--- src/rtl/alu_sequencer.sv ---
// alu_sequencer: fetch/execute controller that walks a small instruction ROM,
// strobes an external ALU, handshakes operand loads and reports the result.
// Outputs are a pure decode of the registered state and instruction register.
module alu_sequencer #(
  parameter int MAX_STEPS = 32
) (
  input  logic       clk,
  input  logic       rst,
  input  logic       start,
  input  logic [1:0] prog_sel,
  output logic [1:0] prog,
  output logic [7:0] address,
  input  logic [7:0] instruction,
  output logic       alu_en,
  output logic [3:0] alu_op,
  output logic [1:0] alu_ra,
  output logic [1:0] alu_rb,
  output logic       load_req,
  output logic       load_sel,
  input  logic       load_ack,
  output logic       out_valid,
  output logic [1:0] out_reg,
  output logic       busy,
  output logic       done,
  output logic       error
);

  typedef enum logic [2:0] {
    S_IDLE      = 3'd0,
    S_FETCH     = 3'd1,
    S_EXEC      = 3'd2,
    S_WAIT_LOAD = 3'd3,
    S_DONE      = 3'd4,
    S_ERROR     = 3'd5
  } state_t;

  // Opcodes 0000..1000 are plain ALU operations (add .. mov).
  localparam logic [3:0] OP_LAST_ALU = 4'h8;
  localparam logic [3:0] OP_LDA      = 4'h9;
  localparam logic [3:0] OP_LDB      = 4'hA;
  localparam logic [3:0] OP_OUT      = 4'hB;

  // Step counter saturates at MAX_STEPS (<= 255), so eight bits suffice.
  localparam logic [7:0] STEP_LIMIT = 8'(MAX_STEPS);

  state_t     state_q, state_d;
  logic [1:0] prog_q,  prog_d;
  logic [7:0] addr_q,  addr_d;
  logic [7:0] ir_q,    ir_d;
  logic [7:0] step_q,  step_d;

  logic [3:0] opcode;
  logic [7:0] step_inc;
  logic       step_limit_hit;
  logic       is_alu_op;
  logic       is_load_op;

  assign opcode         = ir_q[7:4];
  assign step_inc       = step_q + 8'd1;
  assign step_limit_hit = (step_inc == STEP_LIMIT);
  assign is_alu_op      = (opcode <= OP_LAST_ALU);
  assign is_load_op     = (opcode == OP_LDA) || (opcode == OP_LDB);

  // Next-state logic: program control, instruction capture and step accounting.
  always_comb begin
    state_d = state_q;
    prog_d  = prog_q;
    addr_d  = addr_q;
    ir_d    = ir_q;
    step_d  = step_q;

    case (state_q)
      S_IDLE, S_DONE, S_ERROR: begin
        if (start) begin
          prog_d  = prog_sel;
          addr_d  = 8'd0;
          step_d  = 8'd0;
          state_d = S_FETCH;
        end
      end

      S_FETCH: begin
        ir_d    = instruction;
        state_d = S_EXEC;
      end

      S_EXEC: begin
        if (is_alu_op) begin
          // ALU instruction completes in this cycle.
          addr_d  = addr_q + 8'd1;
          step_d  = step_inc;
          state_d = step_limit_hit ? S_ERROR : S_FETCH;
        end else if (is_load_op) begin
          state_d = S_WAIT_LOAD;
        end else if (opcode == OP_OUT) begin
          // Address stays on the out instruction so it is visible afterwards.
          state_d = S_DONE;
        end else begin
          state_d = S_ERROR;
        end
      end

      S_WAIT_LOAD: begin
        // Load instruction completes on the cycle the operand is acknowledged.
        if (load_ack) begin
          addr_d  = addr_q + 8'd1;
          step_d  = step_inc;
          state_d = step_limit_hit ? S_ERROR : S_FETCH;
        end
      end

      default: begin
        state_d = S_IDLE;
      end
    endcase
  end

  // Output decode from registered state and the held instruction only.
  always_comb begin
    alu_en    = 1'b0;
    load_req  = 1'b0;
    load_sel  = 1'b0;
    out_valid = 1'b0;
    busy      = 1'b0;
    done      = 1'b0;
    error     = 1'b0;

    case (state_q)
      S_FETCH: begin
        busy = 1'b1;
      end
      S_EXEC: begin
        busy      = 1'b1;
        alu_en    = is_alu_op;
        out_valid = (opcode == OP_OUT);
      end
      S_WAIT_LOAD: begin
        busy     = 1'b1;
        load_req = 1'b1;
        load_sel = (opcode == OP_LDB);
      end
      S_DONE: begin
        done = 1'b1;
      end
      S_ERROR: begin
        error = 1'b1;
      end
      default: begin
        busy = 1'b0;
      end
    endcase
  end

  assign alu_op  = ir_q[7:4];
  assign alu_ra  = ir_q[3:2];
  assign alu_rb  = ir_q[1:0];
  assign out_reg = ir_q[3:2];
  assign prog    = prog_q;
  assign address = addr_q;

  // State registers with asynchronous clear back to an idle, quiet controller.
  always_ff @(posedge clk or posedge rst) begin
    if (rst) begin
      state_q <= S_IDLE;
      prog_q  <= 2'd0;
      addr_q  <= 8'd0;
      ir_q    <= 8'd0;
      step_q  <= 8'd0;
    end else begin
      state_q <= state_d;
      prog_q  <= prog_d;
      addr_q  <= addr_d;
      ir_q    <= ir_d;
      step_q  <= step_d;
    end
  end

endmodule

--- config.mk ---
export PLATFORM = sky130hd
export DESIGN_NAME = alu_sequencer
export DESIGN_NICKNAME = d
export VERILOG_FILES = /design/src/rtl/alu_sequencer.sv
export SDC_FILE = /design/constraint.sdc
export NUM_CORES = 1
export LEC_CHECK = 0
export ABC_AREA = 1
export BUFFER_PORTS_ARGS = -buffer_cell sky130_fd_sc_hd__buf_2
export CAP_MARGIN = 20
export CORE_UTILIZATION = 30
export CTS_CLUSTER_SIZE = 12
export DETAILED_ROUTE_END_ITERATION = 16
export PLACE_DENSITY_LB_ADDON = 0.3
export SLEW_MARGIN = 40
export SYNTH_ARGS = -nofsm -noshare
export SYNTH_HDL_FRONTEND = slang
export SYNTH_SLANG_ARGS = --single-unit
--- constraint.sdc ---
create_clock -name clk -period 2.7 [get_ports clk]
set_clock_uncertainty 0.05 [all_clocks]
set_input_delay 0.405 -clock clk [delete_from_list [all_inputs] [get_ports clk]]
set_output_delay 0.405 -clock clk [all_outputs]
set_load 0.02 [all_outputs]
# After elaboration in Yosys (flattened, before gate mapping)
# Index checks and enable logic that the tools add are counted.
# word_totals
reg_bits,29
inputBits,14
out_inout_bits,27
wordCells,49
# op_classes
addsub,2
n_lt_le_gt_ge,1
eq_ne,12
mux,21
reduce_logical,8
# ops
operator,n
$pmux 8 s3,2
$mux 8,5
$add 8x1->8 const B,2
$mux 3,5
$eq 4x4->1 const B,3
$pmux 3 s4,1
$eq 8x6->1 const B,1
$mux 1,8
$eq 3x2->1 const B,2
$eq 3x3->1 const B,2
$ne 2x2->1 const B,3
$reduce_or 3->1,2
$le 4x4->1 const B,1
$reduce_and 2->1,2
$reduce_and 4->1,1
$eq 3x1->1 const B,1
$logic_not 3->1,1
$reduce_bool 3->1,1
$logic_or 1x1->1,1

# Longest topological paths before layout
# depth
word_depth,5
ltp_mapped,11
depth_no_buf,11

# Worst setup path after synthesis
# No wires, ideal clock.
# synth_path
kind,reg2out
startpoint,reg state_q[2]
endpoint,out load_sel
arrival_time_ns,1.188
required_ns,2.245
slack_ns,1.057
stages_incl_launch_ff,6
path_buffers,0
cell_sequence,dfrtp_1 > inv_2 > nand2_4 > nor2_4 > inv_1 > nor2_1
# synth_between
elab_chain_len,2
# synth_rtl
item,line,rtl
"start, declared",46,"state_t state_q, state_d;"
"start signal, assigned",170,state_q <= state_d;
$eq 3x2->1,128,case (state_q)
$mux 1,128,
"end, declared",19,"output logic load_sel,"
# Every way passes these cells.

# Worst setup path after layout
# layout_path
startpoint,reg state_q[2]
endpoint,out alu_en
# layout_between
elab_chain_len,2
# layout_rtl
item,line,rtl
$eq 3x2->1,128,
$mux 1,128,
"end, declared",14,"output logic alu_en,"
# Every way passes these cells.

==> impl_results.md <==
* Status: finished clean
* Share of layout cells above drive strength 1 at 0.270
* Initial antenna violation count at 0
* Die ar. at 0.00577 mm^2
* Count of different cell masters after synthesis at 31
* Resized cells post-CTS at 0
* Area grow syn2layout at 20.6%
* Root Buffer: clkbuf_8
* R2r endpoint: step_q[2]$_DFFE_PP0P_
* Largest cells by area after synthesis: dfrtp_1 (44%), nand2_1 (11%), nand3_1 (7.0%), inv_1 (5.5%), nor2_1 (4.1%)
* Inserted Clock Buffers at 5
* First-pass GRT wire length at 6.42 mm
* Post-synthesis mux area share at 0.0404
* Slowest-stage cell, CP: dfrtp_1
* Synthesized-area fraction occupied by adder cells at 0.0153
* Clk slew on worst S/H paths at around 60 ps
* Worst endpoint data arrival time at 1490 ps
* CP startpoint: state_q[2]$_DFFE_PP0P_
* Simple-Gate Fraction of Synth Area at 0.285
* CP top delay family: flip-flops
* Largest family of logic cells by synthesized area: simple AND/OR/NAND/NOR gates
* Peak supply drop at 495 uV
* # clock sinks at 29
* Commonest non-fill, non-tap cell in the layout: nand2_1
* Maxcap violations at 0
* Post-synthesis net count at 217
* Seq/Total Area, Yosys at 0.442
* GRT Total Usage at 0.138
* FF-to-FF Start: state_q[2]$_DFFE_PP0P_
* RSZ-0062 raised after global routing: false
* #FFs+latches synth at 29
* Fin crit period at 1940 ps
* CTS tree: built
* WP data required at 2250 ps
* Critical path depth at 6
* WL/cell at approximately 11 um
* Postcts setup bufs at 0
* Reg2Reg Setup Slack at roughly 1000 ps
* Worst Setup Slack, final at 757 ps
* Worst setup EP type: primary output
* Mapped Area at 0.00164 mm^2
* Antenna-violating nets left at 0
* GP Congestion at approximately 0.74
* Critical Path Max Stage Delay at between 400 and 500 ps
* Die H at 75.9 um
* Asr flop ratio synth at 1.00
* CP Buf/Inv Count at 3
* Worst hold-check path type: in2async
* Worst Max-Slew Pin Slew at approximately 380 ps
* ANT cells at 0
* Slew margin rel. at 0.744
* Drt first-iter violations at 80
* XOR/XNOR Fraction of Synth Area at 0.0214
* Core area at around 0.0052 mm^2
* Total global routing overflow at 0
* Final wirelength at 3.59 mm
* Yosys top cell by area: dfrtp_1
* Cell count after synthesis at 201
* Tot Pwr at 2.15 mW
* IO Count at 41
* Chip Width at 75.9 um
* Setup CP Type: reg2out
* Remaining DRCs at 0
* Drt pass-1 iters at 4
* CP Capture Point: alu_en
* EDFF count, synth at 0
* Lkg Pwr at 1.01 nW
* Complex-gate fraction of the synthesized area at 0.102
* Worst setup SP type: register
* Hold_buf cts at 0
* Final period util at 0.719
* Critical path, cell by cell: inv_2 > nand2_4 > nor2_2 > inv_1 > nor2_1 > buf_2
* F_max at 515 MHz
* Site row count at 26
* Post-DP HPWL at 2.59 mm
* Fin Setup TNS at 0 ps
* Avg Vias per Cell at between 4 and 5
* Most frequent cells in the layout: nand2_1 (47), buf_2 (40), dfrtp_1 (29)
* Post-synth top area share at 0.442
* Crit-path max FO at 10
* Final Hold Vio Count at 0
* Number of global-route vias before repair at 1,409
* Via count at about 1,400
* Synth Warn # at 0
* Initial Utilization at 0.317
* Worst R2R Path Depth at 9
* Port bufs at 40
* Total power per unit cell area at 1090 mW/mm^2
* Pre-CTS setup slack at 1030 ps
* Max-slew violations at 0
* Main synth FF type: dfrtp_1
* Setup violators final at 0
* Synthesized area per cell at 8.16 um^2
* Largest net degree at the start of global routing at 30
* Deepest clock path buffer count at 2
* H-tree lvl count at 2
* Nets@finish at 260
* Worst-Skew Late Latency at 280 ps
==> cell families (layout without fill, tap and decap cells) <==
family / after synthesis / in the layout
simple gates: 101 / 101
buf+inv: 33 / 76
flops: 29 / 29
compound gates: 26 / 26
mux: 6 / 6
xor+xnor: 4 / 4
fa+ha+maj: 2 / 2
==> metal layers <==
metal  track usage  part of all wire  vias to the layer above
met5             0                 0                        -
met4        0.0365            0.0075                        0
met3        0.0398             0.059                        5
met2         0.221              0.45                       40
met1         0.181              0.48                      652
li1              -                 -                      733
==> where the power goes <==
group	internal, mW	switching (mW)	total (mW)
Clock	0.202	0.159	0.361
Sequential	0.566	0.124	0.690
Combinational	0.358	0.739	1.10
Total	1.13	1.02	2.15
==> stage by stage <==
| step | instance area, um^2 | cells | hold slack [ps] | util |
|---|---|---|---|---|
| floorplan | 1640 | 201 | 428 | - |
| global placement | 1890 | 307 | 410 | 0.366 |
| detailed placement | 1890 | 307 | 416 | 0.366 |
| CTS | 1980 | 314 | 149 | 0.382 |
| global route | 1980 | 314 | 183 | 0.382 |
| finish | 1980 | 314 | 143 | 0.382 |
==> flip-flops by register name, summed over array words and instances, names as in the netlist <==
| signal | count |
|---|---|
| state_q | 3 |
| prog | 2 |
| step_q | 8 |
| address | 8 |
| ir_q | 8 |
==> cell type report <==
cell class              count  area [um^2]
fillers                   555         3190
multi-input cells         139          762
repair buffers             42          215
inverters                  27          101
clock buffers               7         86.3
flip-flops and latches     29          726
well taps                  70         87.6
==> Yosys cell counts, types with 2 or more instances <==
cell type,instances
buf_2,2
o22ai_1,2
inv_1,24
ha_1,2
a21oi_1,8
nor2_1,18
nor3_1,3
o21ai_1,2
mux2_2,5
dfrtp_1,29
nand4_1,2
inv_2,3
xor2_1,4
o21ai_4,2
nand3b_1,2
nand2_4,2
nand2_1,47
nand3_1,23
o21ai_0,8
buf_4,2
==> worst min-delay path by stage <==
stage / depth (start not counted) / start / slack, ps / to
finish: 3 / rst / 140 / step_q[5]$_DFFE_PP0P_
global route: 3 / rst / 180 / step_q[7]$_DFFE_PP0P_
CTS: 3 / rst / 150 / ir_q[2]$_DFFE_PP0P_
detailed placement: 2 / prog[1]$_DFFE_PP0P_ / 420 / prog[1]$_DFFE_PP0P_
global placement: 2 / prog[0]$_DFFE_PP0P_ / 410 / prog[0]$_DFFE_PP0P_
floorplan: 1 / rst / 430 / address[0]$_DFFE_PP0P_
==> tightest hold or removal path: cells and delay by family <==
family | cells | cell delay, ps
buffers and inverters | 3 | 480
No activity file was read; power rests on OpenSTA's default activity.
